<file path="config.mk">
export PLATFORM = sky130hd
export DESIGN_NAME = aes_mix_columns_seq_flat
export DESIGN_NICKNAME = d
export VERILOG_FILES = /design/src/rtl/aes_pkg.sv /design/src/rtl/aes_mix_columns_seq_if.sv /design/src/rtl/aes_mix_columns_seq.sv /design/src/flat_wrapper.sv
export SDC_FILE = /design/constraint.sdc
export NUM_CORES = 1
export LEC_CHECK = 0
export BUFFER_PORTS_ARGS = -buffer_cell sky130_fd_sc_hd__buf_2
export CAP_MARGIN = 20
export CORE_MARGIN = 1
export CORE_UTILIZATION = 52
export DETAILED_ROUTE_END_ITERATION = 7
export HOLD_SLACK_MARGIN = 0.1
export PLACE_DENSITY = 0.77
export SYNTH_ARGS = -nofsm -noshare
export SYNTH_HDL_FRONTEND = slang
export SYNTH_HIERARCHICAL = 1
export SYNTH_SLANG_ARGS = --single-unit
</file>
<file path="constraint.sdc">
create_clock -name clk_i -period 9.45 [get_ports clk_i]
set_clock_uncertainty 0.2 [all_clocks]
set_input_delay 0.4725 -clock clk_i [delete_from_list [all_inputs] [get_ports clk_i]]
set_output_delay 0.4725 -clock clk_i [all_outputs]
set_load 0.01 [all_outputs]
</file>
<file path="src/rtl/aes_pkg.sv">
// Shared AES type definitions used by the MixColumns sequencer and its interface.
package aes_pkg;

  typedef enum logic [1:0] {
    CIPH_FWD = 2'b01,
    CIPH_INV = 2'b10
  } ciph_op_e;

endpackage

</file>
<file path="src/rtl/aes_mix_columns_seq_if.sv">
// Handshake bundle for aes_mix_columns_seq: input state, output state and status.
interface aes_mix_columns_seq_if;

  logic                   in_valid_i;
  logic                   in_ready_o;
  aes_pkg::ciph_op_e      op_i;
  logic [3:0][3:0][7:0]   data_i;
  logic                   out_valid_o;
  logic                   out_ready_i;
  logic [3:0][3:0][7:0]   data_o;
  logic                   busy_o;
  logic                   err_o;

  modport master (
    output in_valid_i, op_i, data_i, out_ready_i,
    input  in_ready_o, out_valid_o, data_o, busy_o, err_o
  );

  modport slave (
    input  in_valid_i, op_i, data_i, out_ready_i,
    output in_ready_o, out_valid_o, data_o, busy_o, err_o
  );

endinterface

</file>
<file path="src/rtl/aes_mix_columns_seq.sv">
// Time-multiplexed AES (Inv)MixColumns over a 128-bit state using NumUnits column units.
// Optional macro AES_MIXCOL_SEQ_WIPE_EN wipes the buffer on handoff and masks data_o when not valid.
module aes_mix_single_column (
  input  aes_pkg::ciph_op_e op_i,
  input  logic [3:0][7:0]   data_i,
  output logic [3:0][7:0]   data_o
);

  function automatic logic [7:0] aes_mul2(input logic [7:0] b);
    return {b[6:0], 1'b0} ^ (b[7] ? 8'h1b : 8'h00);
  endfunction

  function automatic logic [7:0] aes_mul4(input logic [7:0] b);
    return aes_mul2(aes_mul2(b));
  endfunction

  logic [3:0][7:0] x;
  logic [3:0][7:0] x_mul2;
  logic [1:0][7:0] y;
  logic [1:0][7:0] z;
  logic [1:0][7:0] z_muxed;
  logic [7:0]      y2;

  assign x[0] = data_i[0] ^ data_i[3];
  assign x[1] = data_i[3] ^ data_i[2];
  assign x[2] = data_i[2] ^ data_i[1];
  assign x[3] = data_i[1] ^ data_i[0];

  assign x_mul2[0] = aes_mul2(x[0]);
  assign x_mul2[1] = aes_mul2(x[1]);
  assign x_mul2[2] = aes_mul2(x[2]);
  assign x_mul2[3] = aes_mul2(x[3]);

  // Inverse = forward + 4*(a0^a2), 4*(a1^a3) corrections folded into z.
  assign y[0] = aes_mul4(data_i[3] ^ data_i[1]);
  assign y[1] = aes_mul4(data_i[2] ^ data_i[0]);
  assign y2   = aes_mul2(y[0] ^ y[1]);
  assign z[0] = y2 ^ y[0];
  assign z[1] = y2 ^ y[1];

  assign z_muxed = (op_i == aes_pkg::CIPH_INV) ? z : '0;

  assign data_o[0] = data_i[1] ^ x_mul2[3] ^ x[1] ^ z_muxed[1];
  assign data_o[1] = data_i[0] ^ x_mul2[2] ^ x[1] ^ z_muxed[0];
  assign data_o[2] = data_i[3] ^ x_mul2[1] ^ x[3] ^ z_muxed[1];
  assign data_o[3] = data_i[2] ^ x_mul2[0] ^ x[3] ^ z_muxed[0];

endmodule

module aes_mix_columns_seq #(
  parameter int NumUnits = 1
) (
  input  logic                 clk_i,
  input  logic                 rst_ni,
  input  logic                 clear_i,
  aes_mix_columns_seq_if.slave bus
);

  localparam bit       NumUnitsOk = (NumUnits == 1) || (NumUnits == 2) || (NumUnits == 4);
  localparam int       Cycles     = NumUnitsOk ? (4 / NumUnits) : 4;
  localparam int       Units      = NumUnitsOk ? NumUnits : 1;
  localparam bit [1:0] CntLast    = 2'(Cycles - 1);

  if (!NumUnitsOk) begin : g_bad_num_units
    $error("aes_mix_columns_seq: NumUnits must be 1, 2 or 4");
  end

  typedef enum logic [1:0] {
    IDLE = 2'd0,
    BUSY = 2'd1,
    DONE = 2'd2
  } state_e;

  state_e                state_q, state_d;
  logic [1:0]            cnt_q, cnt_d;
  logic [3:0][3:0][7:0]  buf_q, buf_d;
  aes_pkg::ciph_op_e     op_q, op_d;
  logic                  err_q, err_d;

  logic [1:0]            col_idx [Units];
  logic [3:0][7:0]       col_in  [Units];
  logic [3:0][7:0]       col_out [Units];

  // Unit k owns column cnt*Units+k in the current BUSY cycle.
  for (genvar k = 0; k < Units; k++) begin : g_unit
    assign col_idx[k] = 2'(int'(cnt_q) * Units + k);
    assign col_in[k]  = buf_q[col_idx[k]];

    aes_mix_single_column u_col (
      .op_i   (op_q),
      .data_i (col_in[k]),
      .data_o (col_out[k])
    );
  end

  always_ff @(posedge clk_i or negedge rst_ni) begin
    if (!rst_ni) begin
      state_q <= IDLE;
      cnt_q   <= '0;
      buf_q   <= '0;
      op_q    <= aes_pkg::CIPH_FWD;
      err_q   <= 1'b0;
    end else begin
      state_q <= state_d;
      cnt_q   <= cnt_d;
      buf_q   <= buf_d;
      op_q    <= op_d;
      err_q   <= err_d;
    end
  end

  always_comb begin
    state_d = state_q;
    cnt_d   = cnt_q;
    buf_d   = buf_q;
    op_d    = op_q;
    err_d   = err_q;
    if (clear_i) begin
      state_d = IDLE;
      cnt_d   = '0;
      buf_d   = '0;
      op_d    = aes_pkg::CIPH_FWD;
      err_d   = 1'b0;
    end else begin
      unique case (state_q)
        IDLE: begin
          if (bus.in_valid_i) begin
            buf_d   = bus.data_i;
            op_d    = bus.op_i;
            err_d   = !(bus.op_i inside {aes_pkg::CIPH_FWD, aes_pkg::CIPH_INV});
            cnt_d   = '0;
            state_d = BUSY;
          end
        end
        BUSY: begin
          for (int k = 0; k < Units; k++) begin
            buf_d[col_idx[k]] = col_out[k];
          end
          if (cnt_q == CntLast) begin
            cnt_d   = '0;
            state_d = DONE;
          end else begin
            cnt_d = cnt_q + 2'd1;
          end
        end
        DONE: begin
          if (bus.out_ready_i) begin
            state_d = IDLE;
`ifdef AES_MIXCOL_SEQ_WIPE_EN
            buf_d   = '0;
`endif
          end
        end
        default: state_d = IDLE;
      endcase
    end
  end

  always_comb begin
    bus.in_ready_o  = (state_q == IDLE);
    bus.out_valid_o = (state_q == DONE);
    bus.busy_o      = (state_q == BUSY) || (state_q == DONE);
    bus.err_o       = (state_q == DONE) && err_q;
`ifdef AES_MIXCOL_SEQ_WIPE_EN
    bus.data_o      = (state_q == DONE) ? buf_q : '0;
`else
    bus.data_o      = buf_q;
`endif
  end

endmodule
</file>
<file path="src/flat_wrapper.sv">
// flat-port wrapper written by rule: the top's interface ports become plain ports
module aes_mix_columns_seq_flat 
#(
  parameter int NumUnits = 1
)
  (clk_i, rst_ni, clear_i, bus_in_valid_i, bus_op_i, bus_data_i, bus_out_ready_i, bus_in_ready_o, bus_out_valid_o, bus_data_o, bus_busy_o, bus_err_o);
  aes_mix_columns_seq_if bus_i ();
  input  logic clk_i;
  input  logic rst_ni;
  input  logic clear_i;
  input wire logic [$bits(bus_i.in_valid_i)-1:0] bus_in_valid_i;
  input wire logic [$bits(bus_i.op_i)-1:0] bus_op_i;
  input wire logic [$bits(bus_i.data_i)-1:0] bus_data_i;
  input wire logic [$bits(bus_i.out_ready_i)-1:0] bus_out_ready_i;
  output wire logic [$bits(bus_i.in_ready_o)-1:0] bus_in_ready_o;
  output wire logic [$bits(bus_i.out_valid_o)-1:0] bus_out_valid_o;
  output wire logic [$bits(bus_i.data_o)-1:0] bus_data_o;
  output wire logic [$bits(bus_i.busy_o)-1:0] bus_busy_o;
  output wire logic [$bits(bus_i.err_o)-1:0] bus_err_o;
  assign bus_i.in_valid_i = bus_in_valid_i;
  assign bus_i.op_i = bus_op_i;
  assign bus_i.data_i = bus_data_i;
  assign bus_i.out_ready_i = bus_out_ready_i;
  assign bus_in_ready_o = bus_i.in_ready_o;
  assign bus_out_valid_o = bus_i.out_valid_o;
  assign bus_data_o = bus_i.data_o;
  assign bus_busy_o = bus_i.busy_o;
  assign bus_err_o = bus_i.err_o;
  aes_mix_columns_seq #(.NumUnits(NumUnits)) u_core (.clk_i(clk_i), .rst_ni(rst_ni), .clear_i(clear_i), .bus(bus_i));
endmodule
</file>
==> results of run 1 <==
logic make-up after synthesis:
kind of cell	share of synthesized area, %
adders and majority gates	1.33
xor gates and xnor gates	18.1
AOI/OAI and AO/OA	20.6
buffers and inverters	4.78
DFF	35.9
muxes	8.29
and+or+nand+nor	10.9
final cells by class:
class	instances	area share, %
clock buffers	26	4.22
clock inverters	4	0.838
inverters	5	0.165
multi-input cells	667	49.4
flip-flops and latches	135	29.8
well taps	225	2.48
repair buffers	280	13.1
registers in the layout, indices dropped and copies added (netlist names):
register / flops
u_core/state_q: 2
u_core/bus.data_o: 128
u_core/err_q: 1
u_core/op_q: 2
u_core/cnt_q: 2
per-layer routing:
layer / wire length, um / GRT usage (%)
met2: 14900 / 55.3
met3: 2960 / 6.19
met5: 0 / 0
met4: 850 / 13.1
met1: 12200 / 45.5
through the flow:
step                      power, mW  hold slack, ns  setup WS, ns  area (um^2)  util, %
after CTS                      3.65           0.120          4.98        11300     64.6
after global routing           3.88           0.130          4.72        11400     65.0
final                          3.71           0.123          4.93        11400     65.0
after floorplan                2.42         -0.0231          5.86         9400        -
after global placement         2.95           0.287          5.17        10700     61.3
after detailed placement       2.97           0.295          5.01        10700     61.3
cells in the final DEF (no fill, tap or decap), drive strengths merged, types with 2 or more instances in the layout:
master,count
mux4,32
xnor2,133
nand2b,7
nor2b,130
a21oi,70
and2,3
inv,5
nand2,9
nand3,5
o2bb2ai,128
a31oi,67
xor2,43
nor2,11
clkbuf,26
o21ai,2
xnor3,5
ha,10
dfrtp,134
mux2,4
nand3b,4
bufinv,3
buf,279
critical path, stage by stage, from the launching register on:
cell       delay, ns
dfrtp_2         0.75
buf_4           0.48
mux4_2          0.64
xnor2_1         0.32
xor2_1          0.39
xnor2_2         0.22
xnor3_1         0.37
nand2b_4        0.16
xnor2_1         0.49
a31oi_1         0.16
o2bb2ai_1       0.20
how the worst max path moves through the flow:
stage | from | end | slack [ns]
floorplan | u_core/cnt_q[0]$_DFFE_PN0P_ | u_core/bus.data_o[100]$_DFFE_PN0P_ | 5.86
global placement | u_core/cnt_q[0]$_DFFE_PN0P_ | u_core/bus.data_o[21]$_DFFE_PN0P_ | 5.17
detailed placement | u_core/cnt_q[0]$_DFFE_PN0P_ | u_core/bus.data_o[4]$_DFFE_PN0P_ | 5.01
CTS | u_core/cnt_q[0]$_DFFE_PN0P_ | u_core/bus.data_o[4]$_DFFE_PN0P_ | 4.98
global route | u_core/cnt_q[0]$_DFFE_PN0P_ | u_core/bus.data_o[5]$_DFFE_PN0P_ | 4.72
finish | u_core/cnt_q[0]$_DFFE_PN0P_ | u_core/bus.data_o[4]$_DFFE_PN0P_ | 4.93
where the power goes:
group          switching, mW  internal [mW]  leakage, nW
Clock                  0.243          0.426        0.278
Combinational           1.30          0.944         2.96
Sequential             0.109          0.684         1.82
what timing repair did:
action                                 4_1_cts  5_1_grt
hold buffers                                 1        0
endpoints found under the hold margin       64        0
setup buffers                                0        0
==> results.yml, run 1 <==
worst_setup_path:
  crit_required_ns: 9.56
  reg2reg_depth: 10
  cp-end-kind: "register"
  rr_endpoint: "u_core/bus.data_o[4]$_DFFE_PN0P_"
  reg2reg_slack_ns: 4.93
  worstPathMaxFanout: 21
  crit_arrival_ns: 4.64
  path_class: "reg2reg"
  r2r_start: "u_core/cnt_q[0]$_DFFE_PN0P_"
  startpoint_type: "register"
synthesis:
  synth-seq-cells: 135
  synth_nets: 1032
  synth_cells: 887
  ys_types: 40
  synth_edf_count: 0
  synthTopCellsByArea: "dfrtp_1, xnor2_1, o2bb2ai_1"
  synth_ff_type: "dfrtp_1"
  synth-warning-count: 6
  synth_top_area_cell: "dfrtp_1"
  yosysMostFrequentCell: "dfrtp_1"
  synthArstFlopShare_pct: 100
  synth_top_area_share_pct: 35.7
  avgSynthCellArea_um2: 10.6
  synth_area_um2: 9400
  synth_commonest_cells: "dfrtp_1, nor2b_1, xnor2_1"
  ys_seq_area_share_pct: 35.9
layout:
  instances_no_fill: 1342
  regArea_um2: 3380
  n_antenna_cell: 0
  n_fill_cell: 1444
  multi_input_area_um2: 5610
  drive_above_1_share_pct: 31.8
  nNetsFinal: 1251
  syn_to_final_growth_pct: 20.7
global_routing:
  grt_pass1_wl_um: 47600
  grt_antenna_before_repair: 0
  track_usage_pct: 34.2
  grt_max_degree: 102
  grt_overflow: 0
  grt_pass1_vias: 8368
placed_design:
  dp_hpwl_um: 21500
  dp.cells: 1309
  numPortBuffers: 266
  place_congestion: 0.968
drt:
  drc_errors: 0
  vias: 8442
  via_per_inst: 6.29
  finalWirelength_um: 30800
  first_pass_iters: 6
  ant_nets: 0
  wl_per_cell_um: 23.0
  drtIter0Drc: 845
clocking:
  h-tree-depth: 4
  path_clk_slew_ns: 0.06
  cts_tree: "built"
  cts.path.max_buffers: 2
  cts-buffers-inserted: 17
  ctsResizeCount: 0
  clock_latency_ns: 0.43
  cts.root.buffer_cell: "clkbuf_16"
  numClockSinks: 135
sta:
  hold_viol: 0
  maxSlewViolCount: 0
  tns_ns: 0
  post-route-min-period_ns: 4.52
  slew_headroom_pct: 20.0
  finalCritPeriodShare_pct: 47.9
  tightest_slew_ns: 1.20
  fmax_mhz: 221
  grt_setup_unrepaired: "false"
  setup_viol: 0
die:
  dieArea_um2: 18600
  core_um2: 17500
  ios: 267
  rows: 48
  die_w_um: 136
  die_y_um: 136
  start_util_pct: 53.8
power_and_ir_drop:
  powerDensity_nw_per_um2: 326
  p_leak_nw: 5.05
  irDropWorstVdd_uv: 227
worst_hold_path:
  hp-class: "in2reg"
  min_to: "u_core/op_q[1]$_DFFE_PN0P_"
  min_path_cells: 3
  hp-start: "bus_op_i[1]"
job:
  drv_cap: 0
outcome:
  status: "finished clean"
Power figures use the tool's default switching activity.
==> run 2: changes to the inputs <==
==> constraint.sdc (replaced) <==
create_clock -name clk_i -period 4.5 [get_ports clk_i]
set_clock_uncertainty 0.2 [all_clocks]
set_input_delay 0.225 -clock clk_i [delete_from_list [all_inputs] [get_ports clk_i]]
set_output_delay 0.225 -clock clk_i [all_outputs]
set_load 0.01 [all_outputs]
==> results.yml, run 2 (synthesized netlist as in run 1, its figures left out) <==
worst_setup_path:
  path_buf_inv: 1
  critPathMostFrequentCell: "xnor2_1"
  slowest_delay_ns: 0.69
  path_class: "reg2reg"
  cp-end-kind: "register"
  crit_required_ns: 4.66
  cp_cell_sequence: "buf_4 > mux4_2 > xor2_2 > xnor2_1 > xnor3_1 > nor2_1 > xnor2_1 > xnor2_1 > a31oi_1 > o2bb2ai_1"
  crit_arrival_ns: 4.12
  startpoint_type: "register"
  slowest_stage: "mux4_2"
  cp_top_family: "XOR/XNOR gates"
  worstPathMaxFanout: 17
clocking:
  h-tree-depth: 4
  numClockSinks: 135
  cts-buffers-inserted: 17
  cts.path.max_buffers: 2
  clock_latency_ns: 0.43
  ctsResizeCount: 0
  cts.root.buffer_cell: "clkbuf_16"
  cts_tree: "built"
  postCtsSetupRepairBufs: 0
  path_clk_slew_ns: 0.06
  hold_buffers: 139
drt:
  drc_errors: 0
  finalWirelength_um: 33600
  top_layer_used: "met4"
  via_per_inst: 6.16
  vias: 9138
  wirelength_met1_um: 12800
  wl_met3_um: 3490
  ant_nets: 0
  wl_per_cell_um: 22.7
  wl_met2_um: 16000
  drtIter0Drc: 1005
  first_pass_iters: 5
power_and_ir_drop:
  power_mw: 7.87
  irDropWorstVdd_uv: 441
  p_leak_nw: 5.65
  powerDensity_nw_per_um2: 617
sta:
  grt_setup_unrepaired: "false"
  hold_viol: 0
  post-route-min-period_ns: 3.96
  tightest_slew_ns: 1.24
  worst_slack_ns: 0.537
  whs_ns: 0.143
  fmax_mhz: 252
  finalCritPeriodShare_pct: 88.1
  maxSlewViolCount: 0
  tns_ns: 0
  slew_headroom_pct: 17.1
  setup_viol: 0
global_routing:
  track_usage_pct: 36.8
  grt_overflow: 0
  grt_pass1_vias: 9418
  grt_antenna_before_repair: 0
  grt_pass1_wl_um: 51100
  grt_max_degree: 114
job:
  drv_cap: 0
placed_design:
  dp_hpwl_um: 21000
  place_ws_ns: 0.615
  numPortBuffers: 266
  place_congestion: 0.916
layout:
  drive_above_1_share_pct: 28.7
  final_common_cell: "buf_2"
  n_fill_cell: 1213
  layout_common_cells: "buf_2, dlygate4sd3_1, dfrtp_1, nor2b_1, xnor2_1"
  nNetsFinal: 1391
  largest_register_ffs: 128
  n_antenna_cell: 0
  syn_to_final_growth_pct: 35.8
die:
  start_util_pct: 53.8
  ios: 267
  die_y_um: 136
  rows: 48
  dieArea_um2: 18600
  core_um2: 17500
  die_w_um: 136
outcome:
  status: "finished clean"
worst_hold_path:
  hp-class: "in2reg"
[run 2: changes by cell type in the layout (fill, tap and decap cells not counted)]
| cell | previous run | this run |
|---|---|---|
| buf_4 | 11 | 12 |
| buf_12 | 0 | 1 |
| clkbuf_8 | 2 | 7 |
| clkinv_2 | 1 | 2 |
| bufinv_16 | 3 | 1 |
| dlygate4sd3_1 | 1 | 139 |
| clkbuf_1 | 7 | 5 |
[run 2: through the flow]
step	utilization, %	instance area [um^2]	cells
floorplan	-	9400	887
global placement	61.5	10700	1311
detailed placement	61.5	10700	1311
CTS	72.7	12700	1482
global route	73.1	12800	1484
finish	73.1	12800	1484
[run 2: where the power goes]
| group | internal, mW | leakage, nW | switching, mW |
|---|---|---|---|
| logic | 2.07 | 3.55 | 2.76 |
| registers | 1.44 | 1.82 | 0.220 |
| clock network | 0.863 | 0.288 | 0.529 |
| total | 4.37 | 5.65 | 3.50 |
[run 2: final cells by class]
cell class / count / area, um^2 / area share, %
Clock buffer: 29 / 541 / 4.23
Clock inverter: 3 / 40.0 / 0.314
Inverter: 5 / 18.8 / 0.147
Multi-Input combinational cell: 667 / 5610 / 43.9
Sequential cell: 135 / 3380 / 26.5
Tap cell: 225 / 282 / 2.21
Timing Repair Buffer: 420 / 2890 / 22.7
[run 2: worst reg2reg max path, stage by stage (launching register included)]
cell	delay (ns)
dfrtp_2	0.35
buf_4	0.36
mux4_2	0.70
xor2_2	0.26
xnor2_1	0.38
xnor3_1	0.48
nor2_1	0.13
xnor2_1	0.15
xnor2_1	0.53
a31oi_1	0.17
o2bb2ai_1	0.18
[run 2: worst paths after layout]
kind                                                         from  cells after the start  slack, ns                                end
worst min-delay path                                bus_data_i[0]                      4       0.14   u_core/bus.data_o[0]$_DFFE_PN0P_
max in group asynchronous                                  rst_ni                      3       2.76  u_core/bus.data_o[48]$_DFFE_PN0P_
worst min register to register  u_core/bus.data_o[64]$_DFFE_PN0P_                      1       0.31  u_core/bus.data_o[64]$_DFFE_PN0P_
worst max-delay path                  u_core/cnt_q[0]$_DFFE_PN0P_                     10       0.54  u_core/bus.data_o[14]$_DFFE_PN0P_
worst max register to register        u_core/cnt_q[0]$_DFFE_PN0P_                     10       0.54  u_core/bus.data_o[14]$_DFFE_PN0P_
min in group asynchronous                                  rst_ni                      2       0.29      u_core/state_q[1]$_DFFE_PN0P_
[run 2: layer usage]
layer	up-vias	global-route usage, %
li1	3950	-
met3	110	8.31
met2	700	59.4
met4	0	17.7
met5	-	0
met1	4378	46.8
